File: src/rtl/mmio_status_pkg.sv
// Shared types and constants for the MMIO status port.
// Holds the outcome FSM encoding, the register offsets inside the
// 32-byte window and the encoding of the CPU memwrite strobe.
package mmio_status_pkg;

  typedef enum logic [1:0] {
    RUN     = 2'd0,
    PASS    = 2'd1,
    FAIL    = 2'd2,
    TIMEOUT = 2'd3
  } state_t;

  // Register index taken from offset bits [4:3]
  localparam logic [1:0] REG_STATUS  = 2'd0;
  localparam logic [1:0] REG_SCRATCH = 2'd1;
  localparam logic [1:0] REG_CYCLE   = 2'd2;
  localparam logic [1:0] REG_STATE   = 2'd3;

  // memwrite encoding; 2'b11 behaves like MW_DWORD
  localparam logic [1:0] MW_NONE  = 2'b00;
  localparam logic [1:0] MW_WORD  = 2'b01;
  localparam logic [1:0] MW_DWORD = 2'b10;

  localparam int WINDOW_BYTES = 32;

  // Places a 32-bit word into the low or high half of a doubleword,
  // keeping the other half from 'old'.
  function automatic logic [63:0] merge_word(input logic [63:0] old,
                                             input logic [31:0] word,
                                             input logic        upper);
    merge_word = upper ? {word, old[31:0]} : {old[63:32], word};
  endfunction

endpackage

File: src/rtl/mmio_status_port_if.sv
// Data-memory bus as seen by the status port. The CPU side is the
// master; the status port (and data memory beside it) is the slave.
interface mmio_status_port_if;

  logic [1:0]  memwrite;
  logic        memread;
  logic [63:0] dataadr;
  logic [63:0] writedata;
  logic [63:0] readdata;
  logic        rvalid;
  logic        hit;

  modport master (
    output memwrite, memread, dataadr, writedata,
    input  readdata, rvalid, hit
  );

  modport slave (
    input  memwrite, memread, dataadr, writedata,
    output readdata, rvalid, hit
  );

endinterface

File: src/rtl/mmio_watchdog.sv
// Saturating run-cycle counter with a terminal-count flag.
// o_tc is asserted combinationally while the count sits at TERMINAL-1
// and i_tc_en is high; it does not depend on i_en so the owner can use
// it to decide whether to keep counting without a loop.
module mmio_watchdog #(
  parameter int CNT_W    = 10,
  parameter int TERMINAL = 192
) (
  input  logic             clk,
  input  logic             reset,
  input  logic             i_en,
  input  logic             i_tc_en,
  output logic [CNT_W-1:0] o_count,
  output logic             o_tc
);

  logic [CNT_W-1:0] r_count;

  // Count enabled cycles, holding at all-ones instead of wrapping
  always_ff @(posedge clk or negedge reset) begin
    if (!reset) begin
      r_count <= '0;
    end else if (i_en && (r_count != '1)) begin
      r_count <= r_count + 1'b1;
    end
  end

  assign o_count = r_count;
  assign o_tc    = i_tc_en && (r_count == CNT_W'(TERMINAL - 1));

endmodule

File: src/rtl/mmio_status_port.sv
// MMIO status port: a 32-byte register window on the data-memory bus
// that records the self-check outcome of a test program.
//   +0x00 STATUS  (W)   7 -> PASS, other nonzero -> FAIL, 0 ignored
//   +0x08 SCRATCH (R/W)
//   +0x10 CYCLE   (R)   run-cycle count
//   +0x18 STATE   (R)   FSM state
// Define MMIO_STATUS_WATCHDOG_EN to let the port give up with TIMEOUT
// after TIMEOUT_CYCLES run cycles; otherwise timeout is tied low.
module mmio_status_port
  import mmio_status_pkg::*;
#(
  parameter logic [63:0] BASE_ADDR      = 64'h80,
  parameter logic [63:0] PASS_VALUE     = 64'd7,
  parameter int          TIMEOUT_CYCLES = 192,
  parameter int          CNT_W          = 10
) (
  input  logic               clk,
  input  logic               reset,
  mmio_status_port_if.slave  bus,
  output logic               pass,
  output logic               fail,
  output logic               timeout,
  output logic [CNT_W-1:0]   cycles
);

`ifdef MMIO_STATUS_WATCHDOG_EN
  localparam bit WD_EN = 1'b1;
`else
  localparam bit WD_EN = 1'b0;
`endif

  state_t           r_state;
  state_t           w_state_next;
  logic [63:0]      r_scratch;
  logic [63:0]      r_readdata;
  logic             r_rvalid;

  logic [63:0]      w_off;
  logic             w_hit;
  logic [1:0]       w_reg;
  logic             w_upper;
  logic             w_is_word;
  logic             w_is_dword;
  logic             w_wr;
  logic             w_status_wr;
  logic [63:0]      w_status_val;
  logic [63:0]      w_scratch_val;
  logic [63:0]      w_rdata;
  logic             w_tc;
  logic             w_cnt_en;
  logic [CNT_W-1:0] w_count;

  // Address decode: unsigned offset so addresses below the base wrap
  // to huge values and miss the window.
  assign w_off   = bus.dataadr - BASE_ADDR;
  assign w_hit   = (w_off < 64'(WINDOW_BYTES));
  assign w_reg   = w_off[4:3];
  assign w_upper = w_off[2];

  assign w_is_word  = (bus.memwrite == MW_WORD);
  assign w_is_dword = ((bus.memwrite & MW_DWORD) != MW_NONE);
  assign w_wr       = w_hit && (w_is_word || w_is_dword);

  // A word store to STATUS is judged as the full doubleword it would
  // produce with zeros in the untouched half.
  assign w_status_wr   = w_wr && (w_reg == REG_STATUS);
  assign w_status_val  = w_is_dword ? bus.writedata
                                    : merge_word(64'd0, bus.writedata[31:0], w_upper);
  assign w_scratch_val = w_is_dword ? bus.writedata
                                    : merge_word(r_scratch, bus.writedata[31:0], w_upper);

  // Count only on edges that stay in RUN so the value freezes at the
  // count seen when the outcome was decided.
  assign w_cnt_en = (r_state == RUN) && (w_state_next == RUN);

  mmio_watchdog #(
    .CNT_W   (CNT_W),
    .TERMINAL(TIMEOUT_CYCLES)
  ) u_watchdog (
    .clk    (clk),
    .reset  (reset),
    .i_en   (w_cnt_en),
    .i_tc_en(WD_EN),
    .o_count(w_count),
    .o_tc   (w_tc)
  );

  // Outcome state register
  always_ff @(posedge clk or negedge reset) begin
    if (!reset) begin
      r_state <= RUN;
    end else begin
      r_state <= w_state_next;
    end
  end

  // Next-state decision: a STATUS write beats the terminal count
  always_comb begin
    w_state_next = r_state;
    case (r_state)
      RUN: begin
        if (w_status_wr && (w_status_val == PASS_VALUE)) begin
          w_state_next = PASS;
        end else if (w_status_wr && (w_status_val != 64'd0)) begin
          w_state_next = FAIL;
        end else if (w_tc) begin
          w_state_next = TIMEOUT;
        end
      end
      default: w_state_next = r_state;
    endcase
  end

  // Scratch register, writable in every state
  always_ff @(posedge clk or negedge reset) begin
    if (!reset) begin
      r_scratch <= '0;
    end else if (w_wr && (w_reg == REG_SCRATCH)) begin
      r_scratch <= w_scratch_val;
    end
  end

  // Read mux over pre-edge register values
  always_comb begin
    w_rdata = '0;
    case (w_reg)
      REG_STATUS:  w_rdata = '0;
      REG_SCRATCH: w_rdata = r_scratch;
      REG_CYCLE:   w_rdata = {{(64-CNT_W){1'b0}}, w_count};
      REG_STATE:   w_rdata = {62'd0, r_state};
      default:     w_rdata = '0;
    endcase
  end

  // Registered read response; data holds between reads
  always_ff @(posedge clk or negedge reset) begin
    if (!reset) begin
      r_readdata <= '0;
      r_rvalid   <= 1'b0;
    end else begin
      r_rvalid <= bus.memread && w_hit;
      if (bus.memread && w_hit) begin
        r_readdata <= w_rdata;
      end
    end
  end

  assign bus.readdata = r_readdata;
  assign bus.rvalid   = r_rvalid;
  assign bus.hit      = w_hit;

  assign pass   = (r_state == PASS);
  assign fail   = (r_state == FAIL);
  assign cycles = w_count;

`ifdef MMIO_STATUS_WATCHDOG_EN
  assign timeout = (r_state == TIMEOUT);
`else
  assign timeout = 1'b0;
`endif

endmodule

File: src/flat_wrapper.sv
// flat-port wrapper written by rule: the top's interface ports become plain ports
module mmio_status_port_flat import mmio_status_pkg::*;
#(
  parameter logic [63:0] BASE_ADDR      = 64'h80,
  parameter logic [63:0] PASS_VALUE     = 64'd7,
  parameter int          TIMEOUT_CYCLES = 192,
  parameter int          CNT_W          = 10
)
  (clk, reset, pass, fail, timeout, cycles, bus_memwrite, bus_memread, bus_dataadr, bus_writedata, bus_readdata, bus_rvalid, bus_hit);
  mmio_status_port_if bus_i ();
  input  logic clk;
  input  logic reset;
  output logic pass;
  output logic fail;
  output logic timeout;
  output logic [CNT_W-1:0] cycles;
  input wire logic [$bits(bus_i.memwrite)-1:0] bus_memwrite;
  input wire logic [$bits(bus_i.memread)-1:0] bus_memread;
  input wire logic [$bits(bus_i.dataadr)-1:0] bus_dataadr;
  input wire logic [$bits(bus_i.writedata)-1:0] bus_writedata;
  output wire logic [$bits(bus_i.readdata)-1:0] bus_readdata;
  output wire logic [$bits(bus_i.rvalid)-1:0] bus_rvalid;
  output wire logic [$bits(bus_i.hit)-1:0] bus_hit;
  assign bus_i.memwrite = bus_memwrite;
  assign bus_i.memread = bus_memread;
  assign bus_i.dataadr = bus_dataadr;
  assign bus_i.writedata = bus_writedata;
  assign bus_readdata = bus_i.readdata;
  assign bus_rvalid = bus_i.rvalid;
  assign bus_hit = bus_i.hit;
  mmio_status_port #(.BASE_ADDR(BASE_ADDR), .PASS_VALUE(PASS_VALUE), .TIMEOUT_CYCLES(TIMEOUT_CYCLES), .CNT_W(CNT_W)) u_core (.clk(clk), .reset(reset), .bus(bus_i), .pass(pass), .fail(fail), .timeout(timeout), .cycles(cycles));
endmodule
File: config.mk
export PLATFORM = sky130hd
export DESIGN_NAME = mmio_status_port_flat
export DESIGN_NICKNAME = d
export VERILOG_FILES = /design/src/rtl/mmio_status_pkg.sv /design/src/rtl/mmio_status_port_if.sv /design/src/rtl/mmio_watchdog.sv /design/src/rtl/mmio_status_port.sv /design/src/flat_wrapper.sv
export SDC_FILE = /design/constraint.sdc
export NUM_CORES = 1
export LEC_CHECK = 0
export CORE_UTILIZATION = 45
export DETAILED_ROUTE_END_ITERATION = 12
export HOLD_SLACK_MARGIN = 0.05
export PLACE_DENSITY = 0.76
export SLEW_MARGIN = 20
export SYNTH_ARGS = -nofsm -noshare
export SYNTH_HDL_FRONTEND = slang
export SYNTH_SLANG_ARGS = --single-unit
export TNS_END_PERCENT = 5
File: constraint.sdc
create_clock -name clk -period 10.4 [get_ports clk]
set_input_delay 2.08 -clock clk [delete_from_list [all_inputs] [get_ports clk]]
set_output_delay 2.08 -clock clk [all_outputs]
set_load 0.03 [all_outputs]
=== After elaboration in Yosys (flattened, before gate mapping) ===
Index checks and enable logic that the tools add are counted.

* Register bits after elaboration: 141
* Bits in latches: 0
* Memory bits (writable): 0
* Memory bits (read-only): 0
* Input bits: 133
* Memories kept: 0

* Add/sub/neg operators: 2
* Multiply operators: 0
* Divide/modulo/power cells: 0
* $lt $le $gt $ge: 1
* Equality and inequality tests: 9
* Shift-type cells: 0
* Mux-type cells: 8
* Bitwise operators: 0
* Reduce and logical (&&, ||, !) cells: 16

{| class="wikitable"
|+ Operators by type and width
! kind !! count
|-
| $mux W64 || 4
|-
| $pmux W64 S4 || 1
|-
| $eq A64 B3 Y1 const B || 1
|-
| $lt A64 B6 Y1 const B || 1
|-
| $reduce_bool A64 Y1 || 1
|-
| $sub A64 B8 Y64 const B || 1
|-
| $add A10 B1 Y10 const B || 1
|-
| $ne A10 B10 Y1 const B || 1
|-
| $logic_and A1 B1 Y1 || 8
|-
| $eq A2 B1 Y1 const B || 3
|-
| $eq A2 B2 Y1 const B || 3
|-
| $logic_not A2 Y1 || 3
|-
| $mux W2 || 3
|-
| $reduce_and A2 Y1 || 2
|-
| $ne A2 B2 Y1 const B || 1
|-
| $reduce_bool A2 Y1 || 1
|-
| $logic_or A1 B1 Y1 || 1
|}

=== Depth between registers and ports, before layout ===
Gate-level depths: netlist (run 1).

* Word-level depth: 11
* Gate-level depth with buffers: 14
* Mapped depth without buffers: 11

=== By module ===
Synthesis (run 1) repeated with hierarchy kept, for this count alone.

* Cells, all modules: 685
* Area total of the unflattened synthesis: 7358.3 um^2

{| class="wikitable"
|+ By module, submodules not included
! module !! instances !! cells an instance !! area each (um^2)
|-
| mmio_status_port || 1 || 631 || 6782.8
|-
| mmio_watchdog || 1 || 54 || 575.6
|}

=== Worst setup path after synthesis (run 1) ===
Ideal clock, no wire load.

* Path type: input to output
* Start: in bus_dataadr[23]
* End: out bus_hit
* Arrival time: 4692 ps
* Path slack: 3628 ps
* Stages on the path: 7
* Cells stage by stage: or4_4 or4_4 nor4_1 xor2_1 nor4_1 nand4_2 nor4_4

* Word-level cells in the longest chain between the ends: 2

{| class="wikitable"
|+ RTL lines
! what !! RTL line !! text
|-
| start: declaration || flat_wrapper.sv:19 || <nowiki>input wire logic [$bits(bus_i.dataadr)-1:0] bus_dataadr;</nowiki>
|-
| $sub A64 B8 Y64 || mmio_status_port.sv:55 || <nowiki>assign w_off = bus.dataadr - BASE_ADDR;</nowiki>
|-
| $lt A64 B6 Y1 || mmio_status_port.sv:56 || <nowiki>assign w_hit = (w_off < 64'(WINDOW_BYTES));</nowiki>
|-
| end: declaration || flat_wrapper.sv:23 || <nowiki>output wire logic [$bits(bus_i.hit)-1:0] bus_hit;</nowiki>
|}

Every way passes these cells.

=== Final worst setup path (run 1) ===
* Start: in bus_dataadr[17]
* End: out bus_hit

The elaborated chain is that of the path after synthesis.

==> results.md, run 1 <==
* Final Hold Vio Count at 0
* Largest net degree at the start of global routing at 83
* Run status: finished, final reports clean
* CP endpoint kind: output port
* Number of diodes at 0
* Skew-Pair Late Insertion Delay at 0.42 ns
* Fin cells at 1094
* Post-synth top area cell: dfrtp_1
* Routed WL at 20.1 mm
* Final #Nets at 1000
* Iter 0 DRT Violations at 431
* Final setup fails at 0
* Ratio of final minimum period to clock period at 0.787
* Count leader, synth: dfrtp_1
* Pre-CTS worst setup slack at 2.31 ns
* TritonCTS clock tree: yes
* Clock transition at path regs at ~0.06 ns
* CP peak stage delay at 0.75 ns
* First-pass GRT wire length at 31.4 mm
* Initial antenna violation count at 0
* Drt wl/cell at 18.4 µm
* Clock root cell: clkbuf_16
* Number of remaining DRC errors at 0
* Top-level I/O count at 212
* Hold-fix buffers, CTS at 0
* Die Footprint at between 15000 and 20000 µm²
* Post-synth top area share at 0.479
* HPWL after DPL at approximately 14 mm
* Synth top area cells: dfrtp_1 (48%), mux2i_1 (7.3%), mux2_2 (7.3%)
* Avg Synthesized Cell Area at 11.1 µm²
* Post-layout worst setup margin at 2.21 ns
* Synth Flop Type: dfrtp_1
* Sequential area share after synthesis at 0.479
* Die X-Extent at 130 µm
* Post-CTS setup buffers at 0
* Synth warnings at 0
* Critical path data required time at 8.32 ns
* Synth-to-Final Area Change at 38.9%
* Min Clock Period, post-route at 8.19 ns
* Fmax achieved at 122 MHz
* Max-Cap Viols at 0
* Placed Cells at approximately 1100
* Detail Route Antenna Nets at 0
* Final core occ at 0.642
* Setup CP Type: primary input to output port
* Syn_nets at 798
* Worst slew pin tran at between 0.7 and 0.8 ns
* Cell Chain, Critical Path: clkdlybuf4s50_1, nor4_1, nand4_1, nor2_2, mux2_2, nor4_1, nand4_2, nor4_4, clkdlybuf4s50_1
* Crit path launch type: primary input
* Hold crit path type: register to register
* Async set-or-reset flop fraction in the synthesized netlist at 1.00
* Netlist cell types at 57
* Initial Utilization at 0.462
* RSZ-0062 raised after global routing: no
* Slowest-stage cell, CP: clkdlybuf4s50_1
* Pleak at 4.50 nW
* Total gr overflow at 0
* Worst Skew at between 0.006 and 0.007 ns
* CTS Buf Count at 17
* Cts repair resizes at 0
* Vias at 5998
* Synth Instances at 663
* Pwr Density at 124 nW/µm²
* Htree depth at 4
* DRT Pass-1 Iters at 5
* CORE AREA at 15900 µm²
* GP Congestion at 0.875
* Most instantiated cells after synthesis: dfrtp_1 (141), nand2_1 (72), inv_1 (58), mux2i_1 (54), mux2_2 (48)
* Max IR drop VDD at about 0.12 mV
* Layout cells sized above 1 at 0.155
* Data arrival, critical path at around 6.1 ns
* Yosys reg bits at 141
* Chip height at 130 µm
* Crit Path Max Fanout at 6
* Post-route setup TNS at 0 ns
* Hold_ws at between 0.5 and 0.6 ns
* Syn Std Cell Area at 7370 µm²
* CTS sink count at 141
* Vias per std cell at 5.48
* Number of global-route vias before repair at 5854
* Gr usage total at 0.247
* Slew headroom at 0.474
* Post-synth EDFFs at 0
* Max Slew Vio Count at 0
* IO Port Bufs at roughly 210
* Rows at 46
* Max clock buf depth at 2
==> critical path, delay by kind of cell <==
kind	cells	cell delay (ns)
buffers and inverters	2	1.22
muxes	1	0.37
and+or+nand+nor	6	2.43
==> registers in the layout (all words and copies together) (netlist names) <==
signal                     count
u_core.r_state                 2
u_core.bus.readdata           64
u_core.bus.rvalid              1
u_core.u_watchdog.o_count     10
u_core.r_scratch              64
==> where the power goes <==
part                   switching [mW]  internal (mW)  total (mW)  leakage, nW
logic                          0.0583         0.0602       0.119         2.56
clock network                   0.246          0.358       0.603        0.269
registers      0.00000000000000000399          0.549       0.549         1.66
total                           0.304          0.966        1.27         4.50
==> metrics by stage <==
step	power (mW)	cell area [µm²]
floorplan	0.591	7370
global placement	0.676	9620
detailed placement	0.676	9620
CTS	1.28	10200
global route	1.32	10200
finish	1.27	10200
==> kinds of logic (layout without fill, tap and decap cells) <==
| family | Yosys count | count (layout) | share of synthesized area |
|---|---|---|---|
| muxes | 132 | 132 | 0.208 |
| and+or+nand+nor | 211 | 211 | 0.161 |
| buffers and inverters | 89 | 304 | 0.0506 |
| adders and majority gates | 2 | 2 | 0.00340 |
| xor gates and xnor gates | 15 | 15 | 0.0178 |
| DFF | 141 | 141 | 0.479 |
| other | 1 | 1 | 0.000509 |
| AOI/OAI and AO/OA | 72 | 72 | 0.0797 |
==> path summary, 6_finish.rpt <==
| path | startpoint | endpoint | slack [ns] | cells after the start |
|---|---|---|---|---|
| max | bus_dataadr[17] | bus_hit | 2.21 | 9 |
| min | u_core.bus.readdata[5]$_DFFE_PN0P_ | u_core.bus.readdata[5]$_DFFE_PN0P_ | 0.50 | 1 |
| max reg2reg | u_core.u_watchdog.o_count[2]$_DFFE_PN0P_ | u_core.u_watchdog.o_count[1]$_DFFE_PN0P_ | 8.23 | 6 |
| min reg2reg | u_core.bus.readdata[5]$_DFFE_PN0P_ | u_core.bus.readdata[5]$_DFFE_PN0P_ | 0.50 | 1 |
| max in group asynchronous | reset | u_core.bus.readdata[12]$_DFFE_PN0P_ | 7.40 | 2 |
| min in group asynchronous | reset | u_core.r_scratch[21]$_DFFE_PN0P_ | 1.68 | 1 |
==> cell type report <==
class | count | area [µm²]
clock buffers | 18 | 429
well taps | 216 | 270
fillers | 1272 | 5710
repair buffers | 214 | 2150
inverters | 58 | 218
multi-input cells | 433 | 3480
clock inverters | 14 | 159
flip-flops and latches | 141 | 3530
==> metal layers <==
metal / vias up / global-route usage / wire length (µm)
met5: - / 0 / 0
met4: 0 / 0.0575 / 219
met3: 15 / 0.0746 / 1610
met2: 248 / 0.385 / 9350
met1: 2930 / 0.336 / 8940
li1: 2805 / - / -
==> cell usage in the layout, fill, tap and decap left out, drive strengths merged, types with 3 or more instances in the layout <==
master         instances
clkdlybuf4s50        207
a22o                  41
o21ai                  5
nor2b                  7
xor2                  13
dfrtp                141
nand4                 17
nand4b                 5
o22ai                  3
inv                   63
a21oi                  4
buf                    7
nand2                 72
clkinvlp               6
nand3                 12
clkbuf                18
nor3                  18
nor4b                 11
and3                   4
mux2i                 54
nor4                  29
mux2                  78
nor2                  20
or2                    6
or4                    4
No activity file was read; power rests on OpenSTA's default activity.
==> inputs of run 2 (changes only) <==
==> constraint.sdc (replaced) <==
create_clock -name clk -period 8.6 [get_ports clk]
set_input_delay 1.72 -clock clk [delete_from_list [all_inputs] [get_ports clk]]
set_output_delay 1.72 -clock clk [all_outputs]
set_load 0.03 [all_outputs]
==> results.md, run 2 (synthesis results as in run 1) <==
* Pleak at 4.52 nW (was 4.50 nW)
* HPWL after DPL at 14.7 mm (was 14.4 mm)
* R2R depth at 6 (unchanged)
* Placed Cells at 1062 (was 1061)
* Met1 usage at 0.329 (was 0.336)
* Worst Skew at 0.00479 ns (was 0.00689 ns)
* Clock transition at path regs at 0.06 ns (about the same)
* Clock power frac at 0.486 (was 0.475)
* Initial antenna violation count at 0 (unchanged)
* R2R Setup Slk at 6.44 ns (was 8.23 ns)
* Largest net degree at the start of global routing at 81 (was 83)
* Setup CP Type: primary input to output port (unchanged)
* Fmax achieved at roughly 130 MHz
* Layout cells sized above 1 at 0.154 (was 0.155)
* Worst reg2reg path endpoint: u_core.u_watchdog.o_count[1]$_DFFE_PN0P_ (unchanged)
* Vias at 5997 (was 5998)
* Drt wl/cell at 18.4 µm (about the same)
* Cell family with most CP delay: simple AND/OR/NAND/NOR gates (unchanged)
* Number of remaining DRC errors at 0 (unchanged)
* CTS Buf Count at 17 (unchanged)
* Total power at 1.57 mW (was 1.27 mW)
* Die X-Extent at 130 µm (unchanged)
* Max-Cap Viols at 0 (unchanged)
* Max IR drop VDD at 0.149 mV (was 0.117 mV)
* Net Sw Frac at 0.221 (was 0.239)
* Crit path launch type: primary input (unchanged)
* Cts repair resizes at 0 (unchanged)
* CP peak stage delay at 0.76 ns (was 0.75 ns)
* Post-DP Area at 9620 µm² (about the same)
* Worst slew pin tran at 0.799 ns (was 0.787 ns)
* Max clock buf depth at 2 (unchanged)
* CP endpoint kind: output port (unchanged)
* Die Footprint at 16900 µm² (unchanged)
* Vias per std cell at 5.48 (about the same)
* Pwr Density at 153 nW/µm² (was 124 nW/µm²)
* GR peak layer: met2 (unchanged)
* Synth-to-Final Area Change at 39.0% (was 38.9%)
* Final #Nets at 1000 (unchanged)
* Ratio of final minimum period to clock period at 0.864
* Slew headroom at 0.467 (was 0.474)
* Htree depth at 4 (unchanged)
* Cell Chain, Critical Path: clkdlybuf4s50_1, nor4_1, nand4_1, nor2_2, mux2_2, nor4_1, nand4_2, nor4_4, clkdlybuf4s50_1 (unchanged)
* Hold Path End: u_core.r_scratch[3]$_DFFE_PN0P_ (was u_core.bus.readdata[5]$_DFFE_PN0P_)
* Post-route setup TNS at 0 ns (unchanged)
* Final Cell Area at 10200 µm² (about the same)
* Hold crit path type: register to register (unchanged)
* Final Hold Vio Count at 0 (unchanged)
* Hold Path Cell Cnt at 1 (unchanged)
* Clock root cell: clkbuf_16 (unchanged)
* Sequential Power Share at 0.422 (was 0.432)
* Rows at 46 (unchanged)
* CP Buf/Inv Count at 2 (unchanged)
* Detail Route Antenna Nets at 0 (unchanged)
* Run status: finished, final reports clean (unchanged)
* DRT Pass-1 Iters at 4 (was 5)
* Slowest-stage cell, CP: clkdlybuf4s50_1 (unchanged)
* GR met2 Demand/Resource at 0.397 (was 0.385)
* Number of global-route vias before repair at 5950 (was 5854)
* Initial Utilization at 0.462 (unchanged)
* Final setup fails at 0 (unchanged)
* IO Port Bufs at 208 (unchanged)
* Highest-count cells in the layout ignoring fill and taps: clkdlybuf4s50_1 (207), dfrtp_1 (141), nand2_1 (72), inv_1 (58), mux2i_1 (54) (unchanged)
* Iter 0 DRT Violations at 392 (was 431)
* Top-level I/O count at 212 (unchanged)
* Routed WL at 20.1 mm (about the same)
* First-pass GRT wire length at 31.4 mm (about the same)
* RSZ-0062 raised after global routing: no (unchanged)
* CORE AREA at 15900 µm² (unchanged)
* Critical path data required time at 6.88 ns (was 8.32 ns)
* Crit Path Max Fanout at 6 (unchanged)
* Number of diodes at 0 (unchanged)
* Hold-fix buffers, CTS at 0 (unchanged)
* Fillcell total at 1293 (was 1272)
* Gate power share at 0.091 (was 0.093)
* Post-CTS setup buffers at 0 (unchanged)
* Data arrival, critical path at 5.71 ns (was 6.11 ns)
* CTS sink count at 141 (unchanged)
* GP Congestion at 0.871 (was 0.875)
* Most common cell after layout, fill and taps aside: clkdlybuf4s50_1 (unchanged)
* TritonCTS clock tree: yes (unchanged)
* Worst r2r src: u_core.u_watchdog.o_count[4]$_DFFE_PN0P_ (was u_core.u_watchdog.o_count[2]$_DFFE_PN0P_)
* GR Util met3 at 0.0652 (was 0.0746)
* Skew-Pair Late Insertion Delay at 0.42 ns (about the same)
* Total gr overflow at 0 (unchanged)
* Chip height at 130 µm (unchanged)
* Power Internal at 1.22 mW (was 0.966 mW)
* Switch Pwr at 0.347 mW (was 0.304 mW)
* Fin cells at 1094 (unchanged)
* Hold Startpoint: u_core.r_scratch[3]$_DFFE_PN0P_ (was u_core.bus.readdata[5]$_DFFE_PN0P_)
* Max Slew Vio Count at 0 (unchanged)
* Final core occ at 0.643 (was 0.642)
* Gr usage total at 0.246 (was 0.247)
* Min Clock Period, post-route at 7.43 ns
[run 2: power by group through the flow]
stage | Combinational [mW] | Sequential [mW] | Clock, mW
3_3_place_gp | 0.142 | 0.676 | 0
4_1_cts | 0.143 | 0.664 | 0.774
6_report | 0.143 | 0.664 | 0.764
3_5_place_dp | 0.143 | 0.676 | 0
2_1_floorplan | 0.0387 | 0.676 | 0
5_1_grt | 0.154 | 0.663 | 0.801
[run 2: final cells by class]
cell class,instances,area (µm²),share of cell area
inverter,58,218,0.0213
multi-input combinational,433,3480,0.340
sequential,141,3530,0.344
timing repair buffer,214,2130,0.208
clock inverter,9,133,0.0129
clock buffer,23,488,0.0476
tap,216,270,0.0264
[run 2: stage by stage]
stage,hold slack [ns],worst slack [ns]
6_report,0.504,1.17
3_3_place_gp,0.486,1.31
3_5_place_dp,0.493,1.22
4_1_cts,0.506,1.21
5_1_grt,0.515,0.893
2_1_floorplan,0.475,2.55
[run 2: worst max-delay path by stage]
| stage | endpoint | cells past startpoint | slack [ns] | start |
|---|---|---|---|---|
| floorplan | bus_hit | 7 | 2.55 | bus_dataadr[23] |
| global route | bus_hit | 9 | 0.89 | bus_dataadr[17] |
| global placement | bus_hit | 9 | 1.31 | bus_dataadr[19] |
| CTS | bus_hit | 9 | 1.21 | bus_dataadr[17] |
| finish | bus_hit | 9 | 1.17 | bus_dataadr[17] |
| detailed placement | bus_hit | 9 | 1.22 | bus_dataadr[17] |
[run 2: per-layer routing]
metal,vias to the layer above,routed length (µm)
li1,2790,-
met3,25,1410
met4,0,272
met2,243,9400
met5,-,0
met1,2939,9040
